`config.mk`:
```
export PLATFORM = sky130hd
export DESIGN_NAME = alu_share_sched
export DESIGN_NICKNAME = d
export VERILOG_FILES = /design/src/rtl/alu_pkg.sv /design/src/rtl/rr_arb2.sv /design/src/rtl/alu_share_sched.sv
export SDC_FILE = /design/constraint.sdc
export NUM_CORES = 1
export LEC_CHECK = 0
export CORE_AREA = 2 2 121 123
export DETAILED_ROUTE_END_ITERATION = 10
export DIE_AREA = 0 0 123 125
export MAX_ROUTING_LAYER = met4
export PLACE_DENSITY = 0.69
export SYNTH_ARGS = -nofsm -noshare
export SYNTH_HDL_FRONTEND = slang
export SYNTH_SLANG_ARGS = --single-unit
```
`constraint.sdc`:
```
create_clock -name clk -period 4.59 [get_ports clk]
set_input_delay 1.377 -clock clk [delete_from_list [all_inputs] [get_ports clk]]
set_output_delay 1.377 -clock clk [all_outputs]
set_load 0.02 [all_outputs]
```
`src/rtl/alu_pkg.sv`:
```
// Shared op codes and default widths for the CPU ALU and its port scheduler.
package alu_pkg;

    localparam int ALU_WIDTH = 32;
    localparam int ALU_OPW   = 4;

    localparam logic [3:0] ALU_ADD = 4'd0;
    localparam logic [3:0] ALU_SUB = 4'd1;
    localparam logic [3:0] ALU_SLL = 4'd2;
    localparam logic [3:0] ALU_XOR = 4'd3;
    localparam logic [3:0] ALU_OR  = 4'd4;
    localparam logic [3:0] ALU_AND = 4'd5;
    localparam logic [3:0] ALU_SRL = 4'd6;
    localparam logic [3:0] ALU_BEQ = 4'd7;
    localparam logic [3:0] ALU_BNE = 4'd8;
    localparam logic [3:0] ALU_BLT = 4'd9;
    localparam logic [3:0] ALU_BGE = 4'd10;
    localparam logic [3:0] ALU_NOP = 4'b1111;

endpackage

```
`src/rtl/rr_arb2.sv`:
```
// Two-requester round-robin arbiter; the port not granted last wins a tie.
module rr_arb2
    import alu_pkg::*;
(
    input  logic       clk,
    input  logic       reset_n,
    input  logic [1:0] eligible,
    output logic [1:0] grant
);

    logic last_grant_r;

    // Grant selection from current eligibility and tie-break history.
    always_comb begin
        grant = 2'b00;
        case (eligible)
            2'b01:   grant = 2'b01;
            2'b10:   grant = 2'b10;
            2'b11:   grant = last_grant_r ? 2'b01 : 2'b10;
            default: grant = 2'b00;
        endcase
    end

    // History register; reset to 1 so port 0 wins the first tie.
    always_ff @(posedge clk) begin
        if (!reset_n) begin
            last_grant_r <= 1'b1;
        end else if (grant[0]) begin
            last_grant_r <= 1'b0;
        end else if (grant[1]) begin
            last_grant_r <= 1'b1;
        end else begin
            last_grant_r <= last_grant_r;
        end
    end

endmodule

```
`src/rtl/alu_share_sched.sv`:
```
// Time-shares one combinational ALU between an address port and an execute port.
module alu_share_sched
    import alu_pkg::*;
#(
    parameter int WIDTH = ALU_WIDTH,
    parameter int OPW   = ALU_OPW
) (
    input  logic             clk,
    input  logic             reset_n,
    input  logic [1:0]       req_valid,
    output logic [1:0]       req_ready,
    input  logic [OPW-1:0]   req_op0,
    input  logic [OPW-1:0]   req_op1,
    input  logic [WIDTH-1:0] req_a0,
    input  logic [WIDTH-1:0] req_b0,
    input  logic [WIDTH-1:0] req_a1,
    input  logic [WIDTH-1:0] req_b1,
    output logic [1:0]       resp_valid,
    input  logic [1:0]       resp_ready,
    output logic [WIDTH-1:0] resp_result0,
    output logic [WIDTH-1:0] resp_result1,
    output logic             resp_bcond0,
    output logic             resp_bcond1,
    output logic [OPW-1:0]   alu_select,
    output logic [WIDTH-1:0] alu_in_1,
    output logic [WIDTH-1:0] alu_in_2,
    input  logic [WIDTH-1:0] alu_result,
    input  logic             alu_bcond
);

    logic [1:0]       eligible_s;
    logic [1:0]       grant_s;
    logic [1:0]       resp_valid_r;
    logic [WIDTH-1:0] result0_r;
    logic [WIDTH-1:0] result1_r;
    logic             bcond0_r;
    logic             bcond1_r;

    // A slot being drained this cycle may be refilled; nothing is eligible in reset.
    always_comb begin
        eligible_s = 2'b00;
        for (int i = 0; i < 2; i++) begin
            eligible_s[i] = reset_n & req_valid[i] & (~resp_valid_r[i] | resp_ready[i]);
        end
    end

    rr_arb2 u_arb (
        .clk      (clk),
        .reset_n  (reset_n),
        .eligible (eligible_s),
        .grant    (grant_s)
    );

    // Operand mux: winning port drives the ALU, otherwise idle NOP with zero operands.
    always_comb begin
        alu_select = {OPW{1'b1}};
        alu_in_1   = {WIDTH{1'b0}};
        alu_in_2   = {WIDTH{1'b0}};
        case (grant_s)
            2'b01: begin
                alu_select = req_op0;
                alu_in_1   = req_a0;
                alu_in_2   = req_b0;
            end
            2'b10: begin
                alu_select = req_op1;
                alu_in_1   = req_a1;
                alu_in_2   = req_b1;
            end
            default: begin
                alu_select = {OPW{1'b1}};
                alu_in_1   = {WIDTH{1'b0}};
                alu_in_2   = {WIDTH{1'b0}};
            end
        endcase
    end

    // Response registers: load on grant, clear valid on drain, data held otherwise.
    always_ff @(posedge clk) begin
        if (!reset_n) begin
            resp_valid_r <= 2'b00;
            result0_r    <= {WIDTH{1'b0}};
            result1_r    <= {WIDTH{1'b0}};
            bcond0_r     <= 1'b0;
            bcond1_r     <= 1'b0;
        end else begin
            if (grant_s[0]) begin
                resp_valid_r[0] <= 1'b1;
                result0_r       <= alu_result;
                bcond0_r        <= alu_bcond;
            end else if (resp_ready[0]) begin
                resp_valid_r[0] <= 1'b0;
            end else begin
                resp_valid_r[0] <= resp_valid_r[0];
            end
            if (grant_s[1]) begin
                resp_valid_r[1] <= 1'b1;
                result1_r       <= alu_result;
                bcond1_r        <= alu_bcond;
            end else if (resp_ready[1]) begin
                resp_valid_r[1] <= 1'b0;
            end else begin
                resp_valid_r[1] <= resp_valid_r[1];
            end
        end
    end

    assign req_ready    = grant_s;
    assign resp_valid   = resp_valid_r;
    assign resp_result0 = result0_r;
    assign resp_result1 = result1_r;
    assign resp_bcond0  = bcond0_r;
    assign resp_bcond1  = bcond1_r;

endmodule

```
==> reports/results.txt <==
status = finished, final reports clean
startpoint types = input pin
Filler cells = 1265
htree depth = 3
Placer Congestion = 0.953
final WL = 17000 um
Max-Cap Viols = 0
CTS buffer count = 9
area leader, netlist = dfxtp_1
Initial Utilization = 0.259
most used routing layer = met2
io pins = 313
clk sink count = 69
Core Area = 0.0142 sq mm
final worst-path cycle share = 0.989
antenna violations before repair = 3
port bufs = 312
grt ovf = 0
Slew @ Worst Pin = 0.957 ns
Logic pwr share = 0.317
Clock Skew = 0.00668 ns
Worst Hold Depth = 2
Die Wd = 123 um
Final Max Slew Viols = 0
routing usage on met3 = 0.0698
hold slack = 0.458 ns
mapped cell area = 0.00368 sq mm
die area = 0.0154 sq mm
Synth top area share = 0.376
placed instance area = 0.00714 sq mm
Setup Viol. Count Final = 0
worst skew pair latency = 0.33 ns
most frequent cells in the layout = clkdlybuf4s50_1 (239), nand2_1 (105), dfxtp_1 (69), mux2i_1 (66), a22oi_1 (54)
row cnt = 44
Final HPWL DP = 12600 um
routing usage on met1 = 0.224
synth unique cells = 19
FF+latch count, synth = 69
Max IR drop VDD = 0.000270 V
Worst Setup EP = alu_in_2[29]
Final min period = 4.54 ns
vias in the first global route = 4709
top fanout value on the critical path = 8
DRT iter0 DRCs = 219
reg-to-reg startpoint = u_arb.last_grant_r
total leakage power = 3.13 nW
worst setup path start = req_valid[1]
maximum number of pins on one net before global-route repair = 102
Final Hold Vio Count = 0
internal power = 0.00140 W
CTS tree = done
Sw Share = 0.269
commonest non-fill, non-tap cell in the layout = clkdlybuf4s50_1
crit-path max cell delay = 0.38 ns
Yosys Warn Count = 0
Final #Nets = 916
clock tree buffer depth = 2
CP Capture Type = output port
multi-input combinational cell area = 0.00228 sq mm
FMAX = 0.220 GHz
Routed wire per std cell = 18.3 um
WP data required = 3.21 ns
Synth area leaders = dfxtp_1 (38%), mux2i_1 (18%), a22oi_1 (14%)
first-pass GRT wire length = 24900 um
die height = 125 um
vias per inst = 4.81
clk slew on worst S/H paths = 0.05 ns
vias post-DR = 4465
max-slew headroom at the worst pin = 0.362
Mapped Cells = 429
Clk pwr share = 0.346
drt pass-1 iters = 4
pre-CTS setup slack = -0.509 ns
share of post-route cells with drive strength above 1 = 0.204
sequential cell fraction of total power = 0.337
Reg2Reg Capture Point = resp_result1[3]
worst path cell trace = dlygate4sd2_1, nor2b_4, a211o_4, ha_4, buf_12, buf_16, a22oi_1, nor2b_1, clkdlybuf4s15_2
PwrDens = 247 mW/mm^2
CTS root buf = clkbuf_16
Min-Delay Path Class = flop to flop
GR Util All Layers = 0.216
Routed Antenna Nets = 0
Avg Synthesized Cell Area = 8.57 sq um
Critical Path AT = 3.16 ns
R2R setup slack = 2.98 ns
Reg area = 0.00138 sq mm
Area growth syn-to-layout = 111%
CP max stage cell = a211o_4
R2R depth = 6
Seq/Total Area, Yosys = 0.376
final worst slack = 0.0497 ns
DRC Markers = 0
type of the worst setup path = input pin to output port
Post-Layout Inst Area = 0.00778 sq mm
fin cells = 929
met2 usage = 0.376
syn_nets = 607
Placed Instances = 900
switching power = 0.000516 W
Post-CTS Hold Fix Bufs = 0
-- power groups by stage --
| stage | Clock [W] | Combinational [W] | Sequential (W) |
|---|---|---|---|
| floorplan | 0 | 0.000209 | 0.000693 |
| global placement | 0 | 0.000567 | 0.000656 |
| detailed placement | 0 | 0.000574 | 0.000658 |
| CTS | 0.000677 | 0.000610 | 0.000646 |
| global route | 0.000704 | 0.000646 | 0.000649 |
| finish | 0.000664 | 0.000609 | 0.000646 |
-- final cells by class --
class	count	area share
flip-flops and latches	69	0.178
inverters	2	0.00129
repair buffers	340	0.461
multi-input cells	316	0.293
clock inverters	2	0.00450
well taps	184	0.0296
clock buffers	12	0.0317
diodes	4	0.00129
-- through the flow --
step                setup TNS, ns  total power, W  utilization
CTS                             0         0.00193        0.547
global route              -0.0264         0.00200        0.547
floorplan                       0        0.000902            -
detailed placement         -28.42         0.00123        0.503
global placement           -26.24         0.00122        0.503
finish                          0         0.00192        0.548
-- worst min-delay path by stage --
stage | slack (ns) | endpoint | startpoint
after floorplan | 0.54 | resp_bcond0 | resp_bcond0
after global placement | 0.44 | resp_result1[23] | resp_result1[23]
after detailed placement | 0.45 | resp_result1[19] | resp_result1[19]
after CTS | 0.46 | resp_result0[16] | resp_result0[16]
after global routing | 0.48 | resp_result1[23] | resp_result1[23]
final | 0.46 | resp_result0[18] | resp_result0[18]
-- metal layers --
layer  up-vias  part of all wire
li1       2099                 -
met1      2088              0.37
met2       229              0.50
met3        49             0.091
met4         0             0.039
met5         -                 0
-- logic make-up after synthesis --
| kind of cell | share of synthesized area |
|---|---|
| and+or+nand+nor | 0.225 |
| AOI/OAI and AO/OA | 0.149 |
| DFF | 0.376 |
| muxes | 0.180 |
| buffers and inverters | 0.0605 |
| adders and majority gates | 0.0102 |
-- cell usage after synthesis (all sizes together) --
cell type  number
a22oi          68
nand2         105
o21a            2
buf            15
nand2b          1
dfxtp          69
a21boi          1
inv             2
and2            1
clkbuf         27
o211ai          1
mux2i          66
nand3b          1
nor2b          66
a211o           1
ha              3
-- flip-flops by register name, indices dropped and copies added (netlist names) --
name                count
resp_valid              2
u_arb.last_grant_r      1
resp_bcond0             1
resp_result1           32
resp_bcond1             1
resp_result0           32
-- worst max-delay path, delay by kind of cell --
family | cells | cell delay [ns]
and+or+nand+nor | 2 | 0.20
adders and majority gates | 1 | 0.23
AOI/OAI and AO/OA | 2 | 0.57
buffers and inverters | 4 | 0.79
-- what timing repair did --
item                       4_1_cts  5_1_grt
gates resized for setup        208        5
pin swaps                        8        1
cloned                           5        0
setup endpoints to repair       68        8
buffers inserted                 6        0
Power figures use the tool's default switching activity.
